### src/rtl/display_7seg_ndigit_if.sv
// Bundle of the multiplexed 7-segment display controller's data and status signals.
// The master side supplies display contents; the slave side is the controller.
interface display_7seg_ndigit_if #(
   parameter int NDIGITS = 8
);
   logic [4*NDIGITS-1:0] nums;
   logic [NDIGITS-1:0]   nums_enable;
   logic [NDIGITS-1:0]   dots_enable;
   logic [NDIGITS-1:0]   blink_enable;
   logic [3:0]           brightness;
   logic                 load;
   logic                 pending;
   logic                 frame_done;
   logic [6:0]           hex;
   logic                 hex_dot;
   logic [NDIGITS-1:0]   hex_sel;

   modport master (
      output nums, nums_enable, dots_enable, blink_enable, brightness, load,
      input  pending, frame_done, hex, hex_dot, hex_sel
   );

   modport slave (
      input  nums, nums_enable, dots_enable, blink_enable, brightness, load,
      output pending, frame_done, hex, hex_dot, hex_sel
   );
endinterface

### src/rtl/display_7seg_ndigit.sv
// Time-multiplexed N-digit 7-segment driver with PWM brightness, per-digit blink,
// and updates double-buffered so new contents only take effect on a frame boundary.
module display_7seg_ndigit #(
   parameter int NDIGITS      = 8,
   parameter int DIV_BITS     = 15,
   parameter int BLINK_FRAMES = 6
) (
   input logic clk,
   input logic rst,
   display_7seg_ndigit_if.slave bus
);
   localparam int IDXW = (NDIGITS > 1) ? $clog2(NDIGITS) : 1;
   localparam logic [IDXW-1:0] LAST_IDX = IDXW'(NDIGITS - 1);

   logic [DIV_BITS-1:0]     z;
   logic [IDXW-1:0]         idx;
   logic [BLINK_FRAMES-1:0] frames;
   logic                    blink_phase;
   logic                    frame_done;
   logic                    pending;
   logic                    slot_end;
   logic                    boundary;

   logic [4*NDIGITS-1:0] buf_nums, act_nums;
   logic [NDIGITS-1:0]   buf_en, act_en;
   logic [NDIGITS-1:0]   buf_dots, act_dots;
   logic [NDIGITS-1:0]   buf_blink, act_blink;
   logic [3:0]           buf_bri, act_bri;

   logic [3:0]         nibble;
   logic               lit;
   logic [6:0]         hex;
   logic               hex_dot;
   logic [NDIGITS-1:0] hex_sel;

   function automatic logic [6:0] seg7(input logic [3:0] v);
      case (v)
         4'h0:    seg7 = 7'h40;
         4'h1:    seg7 = 7'h79;
         4'h2:    seg7 = 7'h24;
         4'h3:    seg7 = 7'h30;
         4'h4:    seg7 = 7'h19;
         4'h5:    seg7 = 7'h12;
         4'h6:    seg7 = 7'h02;
         4'h7:    seg7 = 7'h78;
         4'h8:    seg7 = 7'h00;
         4'h9:    seg7 = 7'h10;
         4'hA:    seg7 = 7'h08;
         4'hB:    seg7 = 7'h03;
         4'hC:    seg7 = 7'h46;
         4'hD:    seg7 = 7'h21;
         4'hE:    seg7 = 7'h06;
         default: seg7 = 7'h0E;
      endcase
   endfunction

   assign slot_end = &z;
   assign boundary = slot_end && (idx == LAST_IDX);

   always_ff @(posedge clk) begin
      if (rst) begin
         z           <= '0;
         idx         <= '0;
         frames      <= '0;
         blink_phase <= 1'b0;
         frame_done  <= 1'b0;
      end else begin
         z          <= z + 1'b1;
         frame_done <= boundary;
         if (slot_end)
            idx <= (idx == LAST_IDX) ? '0 : idx + 1'b1;
         if (boundary) begin
            frames <= frames + 1'b1;
            if (&frames)
               blink_phase <= ~blink_phase;
         end
      end
   end

   // A load on the boundary cycle goes straight to the active set, bypassing the buffer.
   always_ff @(posedge clk) begin
      if (rst) begin
         pending   <= 1'b0;
         buf_nums  <= '0;
         buf_en    <= '0;
         buf_dots  <= '0;
         buf_blink <= '0;
         buf_bri   <= '0;
         act_nums  <= '0;
         act_en    <= '0;
         act_dots  <= '0;
         act_blink <= '0;
         act_bri   <= '0;
      end else begin
         if (bus.load) begin
            buf_nums  <= bus.nums;
            buf_en    <= bus.nums_enable;
            buf_dots  <= bus.dots_enable;
            buf_blink <= bus.blink_enable;
            buf_bri   <= bus.brightness;
         end
         if (boundary && (pending || bus.load)) begin
            act_nums  <= bus.load ? bus.nums         : buf_nums;
            act_en    <= bus.load ? bus.nums_enable  : buf_en;
            act_dots  <= bus.load ? bus.dots_enable  : buf_dots;
            act_blink <= bus.load ? bus.blink_enable : buf_blink;
            act_bri   <= bus.load ? bus.brightness   : buf_bri;
         end
         if (boundary)
            pending <= 1'b0;
         else if (bus.load)
            pending <= 1'b1;
      end
   end

   always_comb begin
      nibble = act_nums[4*idx +: 4];
      lit    = act_en[idx] && (z[DIV_BITS-1 -: 4] <= act_bri) &&
               !(act_blink[idx] && blink_phase);
   end

   always_ff @(posedge clk) begin
      if (rst || !lit) begin
         hex_sel <= '1;
         hex     <= 7'h7F;
         hex_dot <= 1'b1;
      end else begin
         hex_sel <= ~(NDIGITS'(1) << idx);
         hex     <= seg7(nibble);
         hex_dot <= ~act_dots[idx];
      end
   end

   assign bus.pending    = pending;
   assign bus.frame_done = frame_done;
   assign bus.hex        = hex;
   assign bus.hex_dot    = hex_dot;
   assign bus.hex_sel    = hex_sel;
endmodule

### src/flat_wrapper.sv
// flat-port wrapper written by rule: the top's interface ports become plain ports
module display_7seg_ndigit_flat 
#(
   parameter int NDIGITS      = 8,
   parameter int DIV_BITS     = 15,
   parameter int BLINK_FRAMES = 6
)
  (clk, rst, bus_nums, bus_nums_enable, bus_dots_enable, bus_blink_enable, bus_brightness, bus_load, bus_pending, bus_frame_done, bus_hex, bus_hex_dot, bus_hex_sel);
  display_7seg_ndigit_if #(.NDIGITS(NDIGITS)) bus_i ();
  input logic clk;
  input logic rst;
  input wire logic [$bits(bus_i.nums)-1:0] bus_nums;
  input wire logic [$bits(bus_i.nums_enable)-1:0] bus_nums_enable;
  input wire logic [$bits(bus_i.dots_enable)-1:0] bus_dots_enable;
  input wire logic [$bits(bus_i.blink_enable)-1:0] bus_blink_enable;
  input wire logic [$bits(bus_i.brightness)-1:0] bus_brightness;
  input wire logic [$bits(bus_i.load)-1:0] bus_load;
  output wire logic [$bits(bus_i.pending)-1:0] bus_pending;
  output wire logic [$bits(bus_i.frame_done)-1:0] bus_frame_done;
  output wire logic [$bits(bus_i.hex)-1:0] bus_hex;
  output wire logic [$bits(bus_i.hex_dot)-1:0] bus_hex_dot;
  output wire logic [$bits(bus_i.hex_sel)-1:0] bus_hex_sel;
  assign bus_i.nums = bus_nums;
  assign bus_i.nums_enable = bus_nums_enable;
  assign bus_i.dots_enable = bus_dots_enable;
  assign bus_i.blink_enable = bus_blink_enable;
  assign bus_i.brightness = bus_brightness;
  assign bus_i.load = bus_load;
  assign bus_pending = bus_i.pending;
  assign bus_frame_done = bus_i.frame_done;
  assign bus_hex = bus_i.hex;
  assign bus_hex_dot = bus_i.hex_dot;
  assign bus_hex_sel = bus_i.hex_sel;
  display_7seg_ndigit #(.NDIGITS(NDIGITS), .DIV_BITS(DIV_BITS), .BLINK_FRAMES(BLINK_FRAMES)) u_core (.clk(clk), .rst(rst), .bus(bus_i));
endmodule
### config.mk
export PLATFORM = sky130hd
export DESIGN_NAME = display_7seg_ndigit_flat
export DESIGN_NICKNAME = d
export VERILOG_FILES = /design/src/rtl/display_7seg_ndigit_if.sv /design/src/rtl/display_7seg_ndigit.sv /design/src/flat_wrapper.sv
export SDC_FILE = /design/constraint.sdc
export NUM_CORES = 1
export LEC_CHECK = 0
export ABC_AREA = 1
export BUFFER_PORTS_ARGS = -buffer_cell sky130_fd_sc_hd__buf_2
export CORE_MARGIN = 1
export CORE_UTILIZATION = 55
export DETAILED_ROUTE_END_ITERATION = 7
export HOLD_SLACK_MARGIN = 0.1
export PLACE_DENSITY_LB_ADDON = 0.25
export SYNTH_ARGS = -nofsm -noshare
export SYNTH_HDL_FRONTEND = slang
export SYNTH_SLANG_ARGS = --single-unit
### constraint.sdc
create_clock -name clk -period 2.6 [get_ports clk]
set_clock_uncertainty 0.1 [all_clocks]
set_input_delay 0.26 -clock clk [delete_from_list [all_inputs] [get_ports clk]]
set_output_delay 0.26 -clock clk [all_outputs]
set_load 0.02 [all_outputs]
* Word-level counts from Yosys, hierarchy flattened *
Memory sizes are Yosys's and may differ from the RTL's. A register that Yosys moved wholly into a read port is not among the register bits.
Cells that the tools add are included.

storage, ports and cells
  register bits = 156
  bits in read-only memories = 112
  output and inout bits = 18
  logic and storage cells = 54
  memories kept = 1

memory list
  memory            words  width  read ports  clocked after Yosys merged registers in  write ports  RTL line                   RTL
  (name not given)  16     7      1           1                                        0            display_7seg_ndigit.sv:37  case (v)

operators by class
  add/subtract/negate cells = 3
  $lt $le $gt $ge = 2
  equality and inequality tests = 1
  shifts and indexed selects = 2
  mux-type cells = 12
  bitwise gates (word level) = 3
  reductions and logical operators = 12

operator list
  kind                                                                          number
  32-bit 2-to-1 mux                                                             1
  32-bit by 6-bit variable part select with 4-bit output                        1
  8-bit 2-to-1 mux                                                              3
  15-bit by 1-bit adder with 15-bit output, second input constant               1
  15-bit AND reduction                                                          1
  1-bit binary-select mux with 3-bit select                                     3
  8-bit NOT                                                                     1
  1-bit by 3-bit left shift with 8-bit output, first input constant             1
  7-bit AND reduction                                                           1
  6-bit by 1-bit adder with 6-bit output, second input constant                 1
  1-bit logical AND                                                             5
  4-bit less-or-equal comparator                                                1
  3-bit by 4-bit less-than comparator with 1-bit output, second input constant  1
  4-bit 2-to-1 mux                                                              1
  3-bit by 1-bit adder with 3-bit output, second input constant                 1
  3-bit equality test, second input constant                                    1
  1-bit 2-to-1 mux                                                              3
  3-bit 2-to-1 mux                                                              1
  1-bit zero test                                                               2
  1-bit logical OR                                                              2
  1-bit NOT                                                                     2
  2-bit OR reduction                                                            1

* Logic depth before layout (Yosys ltp) *
Gate-level depths: netlist of run 1.

  depth after elaboration = 7
  gate-level depth with buffers = 13
  mapped depth without buffers = 12

* Worst setup path after synthesis of run 1 *
No wires, ideal clock.

  path kind = reg2reg
  start = register u_core.idx[1]
  end = register u_core.hex[0] (netlist: u_core.bus.hex[0])
  data arrival time = 1997 ps
  slack = 380 ps
  stages on the path, launching flop included = 12
  cell sequence = dfxtp_1 -> clkinv_1 -> buf_2 -> nand2_1 -> o21ai_0 -> o21ai_0 -> inv_1 -> ha_1 -> inv_1 -> nand3_1 -> nand3_1 -> nand3_1

on the way
  word-level cells in the longest chain between the ends = 7
  elaborated cells between the ends (all ways) = 11
  those cells by class = 1 x shift; 4 x mux; 6 x reduce/logical

RTL lines
  item                                       RTL line                    RTL
  start, declared                            display_7seg_ndigit.sv:16   logic [IDXW-1:0] idx;
  start signal, assigned                     display_7seg_ndigit.sv:71   idx <= (idx == LAST_IDX) ? '0 : idx + 1'b1;
  1-bit binary-select mux with 3-bit select  display_7seg_ndigit.sv:119  !(act_blink[idx] && blink_phase);
  1-bit 2-to-1 mux (not written as such)     display_7seg_ndigit.sv:119
  1-bit logical AND                          display_7seg_ndigit.sv:119
  1-bit zero test                            display_7seg_ndigit.sv:119
  1-bit logical AND                          display_7seg_ndigit.sv:118  lit = act_en[idx] && (z[DIV_BITS-1 -: 4] <= act_bri) &&
  1-bit zero test                            display_7seg_ndigit.sv:123  if (rst || !lit) begin
  1-bit logical OR                           display_7seg_ndigit.sv:123
  end, declared                              display_7seg_ndigit.sv:32   logic [6:0] hex;

Several ways; a longest one is shown, not always the timed one. The select of a mux whose other input is x is not followed.
A chain may end at the register's enable or synchronous reset.

* Worst setup path in the final report of run 1 *
  start = register u_core.idx[1]
  end = register u_core.act_nums[14]

on the way
  word-level cells in the longest chain between the ends = 3

RTL lines
  item                  RTL line                    RTL
  3-bit equality test   display_7seg_ndigit.sv:58   assign boundary = slot_end && (idx == LAST_IDX);
  1-bit logical AND     display_7seg_ndigit.sv:58
  1-bit logical AND     display_7seg_ndigit.sv:102  if (boundary && (pending || bus.load)) begin
  end signal, assigned  display_7seg_ndigit.sv:103  act_nums <= bus.load ? bus.nums : buf_nums;
  end, declared         display_7seg_ndigit.sv:24   logic [4*NDIGITS-1:0] buf_nums, act_nums;

No other way between the ends.

==> results of run 1 <==
[final cells by class]
class / instances / area [µm²]
Tap cell: 168 / 210
Inverter: 97 / 367
Timing Repair Buffer: 131 / 910
Fill cell: 1090 / 3730
Sequential cell: 163 / 3260
Clock buffer: 19 / 443
Multi-Input combinational cell: 647 / 3100
Clock inverter: 13 / 183
[where the power goes]
group          switching, µW  internal [µW]
registers               17.6           2570
clock network           1000           1630
logic                    172            156
[through the flow]
stage	setup slack [ns]	total power [µW]	hold slack (ns)	instance area [µm²]
after floorplan	0.380	2830	0.318	6980
after global placement	0.265	2920	0.330	7470
after detailed placement	0.208	2920	0.342	7470
after CTS	0.173	5580	0.102	8470
after global routing	0.0651	5760	0.117	8480
final	0.339	5540	0.115	8480
[sequential cells by signal, summed over array words and instances, names as in the netlist, 3 cells and up]
signal	cells
u_core.act_nums	32
u_core.buf_nums	32
u_core.z	15
u_core.act_blink	8
u_core.act_dots	8
u_core.act_en	8
u_core.buf_blink	8
u_core.buf_dots	8
u_core.buf_en	8
u_core.bus.hex_sel	8
u_core.bus.hex	7
u_core.frames	6
u_core.act_bri	4
u_core.buf_bri	4
u_core.idx	3
[worst max path at each step]
stage / startpoint / endpoint / slack (ns) / cells past startpoint
2_1_floorplan: u_core.idx[1] / u_core.bus.hex[0] / 0.38 / 11
3_3_place_gp: u_core.idx[1] / u_core.act_nums[12] / 0.27 / 7
3_5_place_dp: u_core.idx[0] / u_core.bus.hex[0] / 0.21 / 12
4_1_cts: u_core.idx[1] / u_core.act_nums[23] / 0.17 / 7
5_1_grt: u_core.z[0] / u_core.act_nums[14] / 0.07 / 10
6_report: u_core.idx[1] / u_core.act_nums[14] / 0.34 / 7
[layer usage]
metal	share of wire, %	global-route usage [%]	vias up	routed length (µm)
met5	0	0	-	0
met4	1.3	8.74	0	191
met3	4.0	5.61	16	606
met2	48	41.3	118	7320
met1	47	33.0	2791	7140
li1	-	-	3213	-
[worst min-delay path: cells and delay by family]
kind,cells,cell delay (ns)
buffers and inverters,1,0.07
AND/OR/NAND/NOR,2,0.18
AO/OA/AOI/OAI,1,0.09
[what timing repair did]
item                                    CTS  global route
hold buffers                             38             0
hold endpoints to repair                 38             0
buffers inserted                          0             0
gates resized for setup                   0             4
endpoints found under the setup margin    0            14
[cell families (layout without fill, tap and decap cells)]
| kind of cell | after synthesis | count (layout) | synth area share [%] |
|---|---|---|---|
| AND/OR/NAND/NOR | 448 | 448 | 27.8 |
| AO/OA/AOI/OAI | 176 | 176 | 12.8 |
| flip-flops | 163 | 163 | 46.7 |
| buffers and inverters | 148 | 260 | 8.82 |
| adder cells (fa/ha/maj) | 18 | 18 | 3.23 |
| XOR/XNOR | 5 | 5 | 0.627 |
[cell usage after synthesis, types with 5 or more instances]
| master | instances | area, µm² |
|---|---|---|
| a21oi_1 | 79 | 395 |
| buf_2 | 12 | 60.1 |
| buf_6 | 6 | 67.6 |
| clkbuf_1 | 32 | 120 |
| dfxtp_1 | 163 | 3260 |
| ha_1 | 18 | 225 |
| inv_1 | 93 | 349 |
| nand2_1 | 202 | 758 |
| nand3_1 | 42 | 210 |
| nand4_1 | 5 | 31.3 |
| nor2_1 | 122 | 458 |
| nor3_1 | 12 | 60.1 |
| o21ai_0 | 67 | 335 |
| o21ai_1 | 24 | 120 |
| or2_2 | 60 | 375 |
| xor2_1 | 5 | 43.8 |
==> results.sh, run 1 <==
export IMPL_outcome="completed"
export IMPL_die_y_um=115
export IMPL_leakage_uw=0.00361
export IMPL_grt_pass1_vias=5737
export IMPL_grt_antenna_before_repair=0
export IMPL_clock_latency_ns=0.42
export IMPL_numPortBuffers=80
export IMPL_cts_max_level=4
export IMPL_synth_nets=1039
export IMPL_drtIter0Drc=463
export IMPL_crit_fanout=60
export IMPL_fmax_mhz=442
export IMPL_syn_area_per_cell_um2=7.29
export IMPL_vias=6138
export IMPL_grt_first_pass_wirelength_um=26300
export IMPL_drc_errors=0
export IMPL_final_cells=1238
export IMPL_max_slew_margin_pct=47.1
export IMPL_drv_cap=0
export IMPL_synth_edf_count=0
export IMPL_min_from="bus_dots_enable[0]"
export IMPL_rsz0062_at_grt="no"
export IMPL_dr_pass1_iters=5
export IMPL_hold_path_class="input port to register"
export IMPL_synth_distinct_cells=28
export IMPL_grt_max_degree=137
export IMPL_drt_antenna_violating_nets=0
export IMPL_worstMarginPinSlew_ns=0.786
export IMPL_core_area_um2=12200
export IMPL_cp_slowest_stage_delay_ns=0.48
export IMPL_ys_seq_elements=163
export IMPL_synth_flop_cell="dfxtp_1"
export IMPL_dp_hpwl_um=9420
export IMPL_num_rows=40
export IMPL_crit_arrival_ns=2.51
export IMPL_initial_core_util_pct=57.2
export IMPL_layout_common_cells="nand2_1, dfxtp_1, nor2_1"
export IMPL_crit_type="register to register"
export IMPL_max_vdd_ir_drop_uv=401
export IMPL_routedWlPerCell_um=12.3
export IMPL_cts_tree="yes"
export IMPL_cp_required_ns=2.84
export IMPL_final_common_cell="nand2_1"
export IMPL_ctsLongestPathBuffers=2
export IMPL_chipWidth_um=115
export IMPL_holdPathStages=4
export IMPL_min_period_ns=2.26
export IMPL_setup_tns_ns=0
export IMPL_grt_overflow_total=0
export IMPL_critPathSlowestCell="dfxtp_1"
export IMPL_finalNetCount=1138
export IMPL_syn_area_um2=6980
export IMPL_cts_buffers=17
export IMPL_hold_end="u_core.buf_dots[0]"
export IMPL_r2r_end="u_core.act_nums[14]"
export IMPL_finalSetupViolCount=0
export IMPL_wirelength_um=15300
export IMPL_vias_per_cell=4.96
export IMPL_crit_top_cell="ha_1"
export IMPL_io_pins=81
export IMPL_grt_use_total_pct=25.3
export IMPL_maxSlewViolCount=0
export IMPL_cts_root_buf="clkbuf_16"
export IMPL_synth_cells=958
export IMPL_end_kind="register"
export IMPL_area_delta_synth_final_pct=21.4
export IMPL_dieArea_um2=13100
export IMPL_clock_sinks=163
export IMPL_r2r_setup_slack_ns=0.34
export IMPL_start_kind="register"
export IMPL_final_hold_viol_count=0
export IMPL_critPathTopFamily="adder cells"
export IMPL_p_per_area_nw_per_um2=654
export IMPL_r2r_cells=7
export IMPL_n_antenna_cell=0
export IMPL_r2r_start="u_core.idx[1]"
export IMPL_clk_pin_slew_worst_paths_ns=0.06
export IMPL_ys_warn_count=0
export IMPL_final_util_pct=69.4
export IMPL_ys_async_sr_fraction_pct=0
export IMPL_drive_above_1_share_pct=17.8
export IMPL_dp_cells=1168
export IMPL_routabilityCongestion=0.821
export IMPL_period_share_pct=86.9
export IMPL_worst_path_buf_inv=1
export IMPL_seq_area_frac_synth_pct=46.7
export IMPL_path_cells="ha_1 -> ha_1 -> nand2_2 -> nor2_8 -> buf_6 -> nand2_1 -> a21oi_1"
No activity file was read; power rests on OpenSTA's default activity.
==> inputs of run 2 (changes only) <==
--- a/config.mk
+++ b/config.mk
@@ -7,8 +7,7 @@
 export LEC_CHECK = 0
 export ABC_AREA = 1
 export BUFFER_PORTS_ARGS = -buffer_cell sky130_fd_sc_hd__buf_2
-export CORE_MARGIN = 1
-export CORE_UTILIZATION = 55
+export CORE_UTILIZATION = 30
 export DETAILED_ROUTE_END_ITERATION = 7
 export HOLD_SLACK_MARGIN = 0.1
 export PLACE_DENSITY_LB_ADDON = 0.25
==> run 2 against run 1 <==
Against the previous run: final cell count up 9.2%; via count down 0.86%; first-iteration DRC count shrank 32%; highest routed layer unchanged.
==> results.sh, run 2 (synthesized netlist as in run 1, its figures left out) <==
export IMPL_routabilityCongestion=0.815
export IMPL_holdPathStages=4
export IMPL_final_hold_viol_count=0
export IMPL_dr_pass1_iters=4
export IMPL_period_share_pct=89.8
export IMPL_r2r_start="u_core.idx[1]"
export IMPL_r2r_cells=13
export IMPL_initial_core_util_pct=30.7
export IMPL_cts_max_level=4
export IMPL_crit_arrival_ns=2.53
export IMPL_worstMarginPinSlew_ns=0.656
export IMPL_largestRegisters="u_core.act_nums x32, u_core.buf_nums x32, u_core.z x15"
export IMPL_clock_sinks=163
export IMPL_numPortBuffers=80
export IMPL_grt_overflow_total=0
export IMPL_cp_required_ns=2.80
export IMPL_finalNetCount=1137
export IMPL_final_cells=1352
export IMPL_wirelength_um=16900
export IMPL_r2r_end="u_core.bus.hex[0]"
export IMPL_final_area_um2=8580
export IMPL_dp_cells=1289
export IMPL_routedWlPerCell_um=12.5
export IMPL_rsz0062_at_grt="no"
export IMPL_io_pins=81
export IMPL_dieArea_um2=23900
export IMPL_drtIter0Drc=313
export IMPL_grt_pass1_vias=5888
export IMPL_drc_errors=0
export IMPL_die_y_um=155
export IMPL_crit_fanout=19
export IMPL_drive_above_1_share_pct=17.8
export IMPL_dp_hpwl_um=11300
export IMPL_postPlaceCellArea_um2=7640
export IMPL_min_from="bus_blink_enable[1]"
export IMPL_area_delta_synth_final_pct=22.9
export IMPL_final_common_cell="nand2_1"
export IMPL_r2r_setup_slack_ns=0.27
export IMPL_hold_end="u_core.buf_blink[1]"
export IMPL_crit_type="register to register"
export IMPL_leakage_uw=0.00360
export IMPL_hold_path_class="input port to register"
export IMPL_grt_first_pass_wirelength_um=28700
export IMPL_grt_max_degree=137
export IMPL_cts_tree="yes"
export IMPL_ctsLongestPathBuffers=2
export IMPL_min_period_ns=2.33
export IMPL_cts_setup_buffers=0
export IMPL_final_util_pct=37.8
export IMPL_fmax_mhz=428
export IMPL_vias=6085
export IMPL_num_rows=55
export IMPL_clk_pin_slew_worst_paths_ns=0.06
export IMPL_layout_common_cells="nand2_1, dfxtp_1, nor2_1"
export IMPL_chipWidth_um=155
export IMPL_vias_per_cell=4.50
export IMPL_start_kind="register"
export IMPL_outcome="completed"
export IMPL_grt_antenna_before_repair=0
export IMPL_max_vdd_ir_drop_uv=344
export IMPL_max_slew_margin_pct=56.3
export IMPL_drt_antenna_violating_nets=0
export IMPL_setup_tns_ns=0
export IMPL_end_kind="register"
export IMPL_cts_buffers=17
export IMPL_n_antenna_cell=0
export IMPL_p_per_area_nw_per_um2=643
export IMPL_finalSetupViolCount=0
export IMPL_core_area_um2=22700
export IMPL_drv_cap=0
export IMPL_grt_use_total_pct=15.1
export IMPL_maxSlewViolCount=0
export IMPL_clock_latency_ns=0.42
export IMPL_cts_root_buf="clkbuf_16"
## run 2: changes by cell type in the layout (fill, tap and decap cells not counted), sizes merged
cell | before | now
dlygate4sd3 | 38 | 33
clkbuf | 19 | 21
clkinvlp | 4 | 3
inv | 96 | 95
clkinv | 6 | 4
buf | 93 | 97
## run 2: power breakdown
part,internal [µW],leakage (µW),total [µW],switching [µW]
clock network,1620,0.000285,2600,983
logic,151,0.00199,329,178
registers,2570,0.00133,2580,16.7
total,4340,0.00360,5520,1180
## run 2: layout make-up
type | count | area [µm²]
Fill cell | 2470 | 14100
Sequential cell | 163 | 3260
Multi-Input combinational cell | 647 | 3100
Timing Repair Buffer | 130 | 886
Clock buffer | 21 | 450
Inverter | 97 | 367
Tap cell | 285 | 357
Clock inverter | 9 | 156
## run 2: layer usage
layer  up-vias  part of all wire, %  GRT usage (%)
met3        16                  3.6           3.78
met4         0                 0.91           4.38
li1       3216                    -              -
met1      2764                   52           20.4
met2        89                   43           23.6
met5         -                    0              0
## run 2: critical path: stages, from the launching register on
cell and delay, ns:
dfxtp_1 0.31, buf_4 0.19, clkinv_1 0.07, buf_4 0.25, nor2_1 0.07, o21ai_0 0.09
nand3_1 0.12, o21ai_1 0.25, inv_1 0.15, ha_1 0.25, inv_1 0.10, nand3_1 0.09
nand3_1 0.10, nand3_1 0.08
## run 2: what timing repair did
action                                  in CTS  in global routing
hold buffers                                33                  0
hold endpoints to repair                    33                  0
endpoints found under the setup margin       0                 20
resized for setup                            0                  3
## run 2: through the flow
step	hold slack (ns)	worst slack (ns)	total power, µW
6_report	0.107	0.265	5520
2_1_floorplan	0.318	0.380	2830
3_3_place_gp	0.332	0.234	2930
4_1_cts	0.100	0.187	5600
3_5_place_dp	0.340	0.212	2940
5_1_grt	0.118	0.0504	5750
## run 2: worst max-delay path by stage
stage,from,end,slack (ns),cells past startpoint
2_1_floorplan,u_core.idx[1],u_core.bus.hex[0],0.38,11
3_3_place_gp,u_core.z[0],u_core.act_nums[16],0.23,10
3_5_place_dp,u_core.z[0],u_core.act_dots[2],0.21,10
4_1_cts,u_core.z[0],u_core.act_dots[2],0.19,10
5_1_grt,u_core.idx[1],u_core.bus.hex[0],0.05,13
6_report,u_core.idx[1],u_core.bus.hex[0],0.27,13
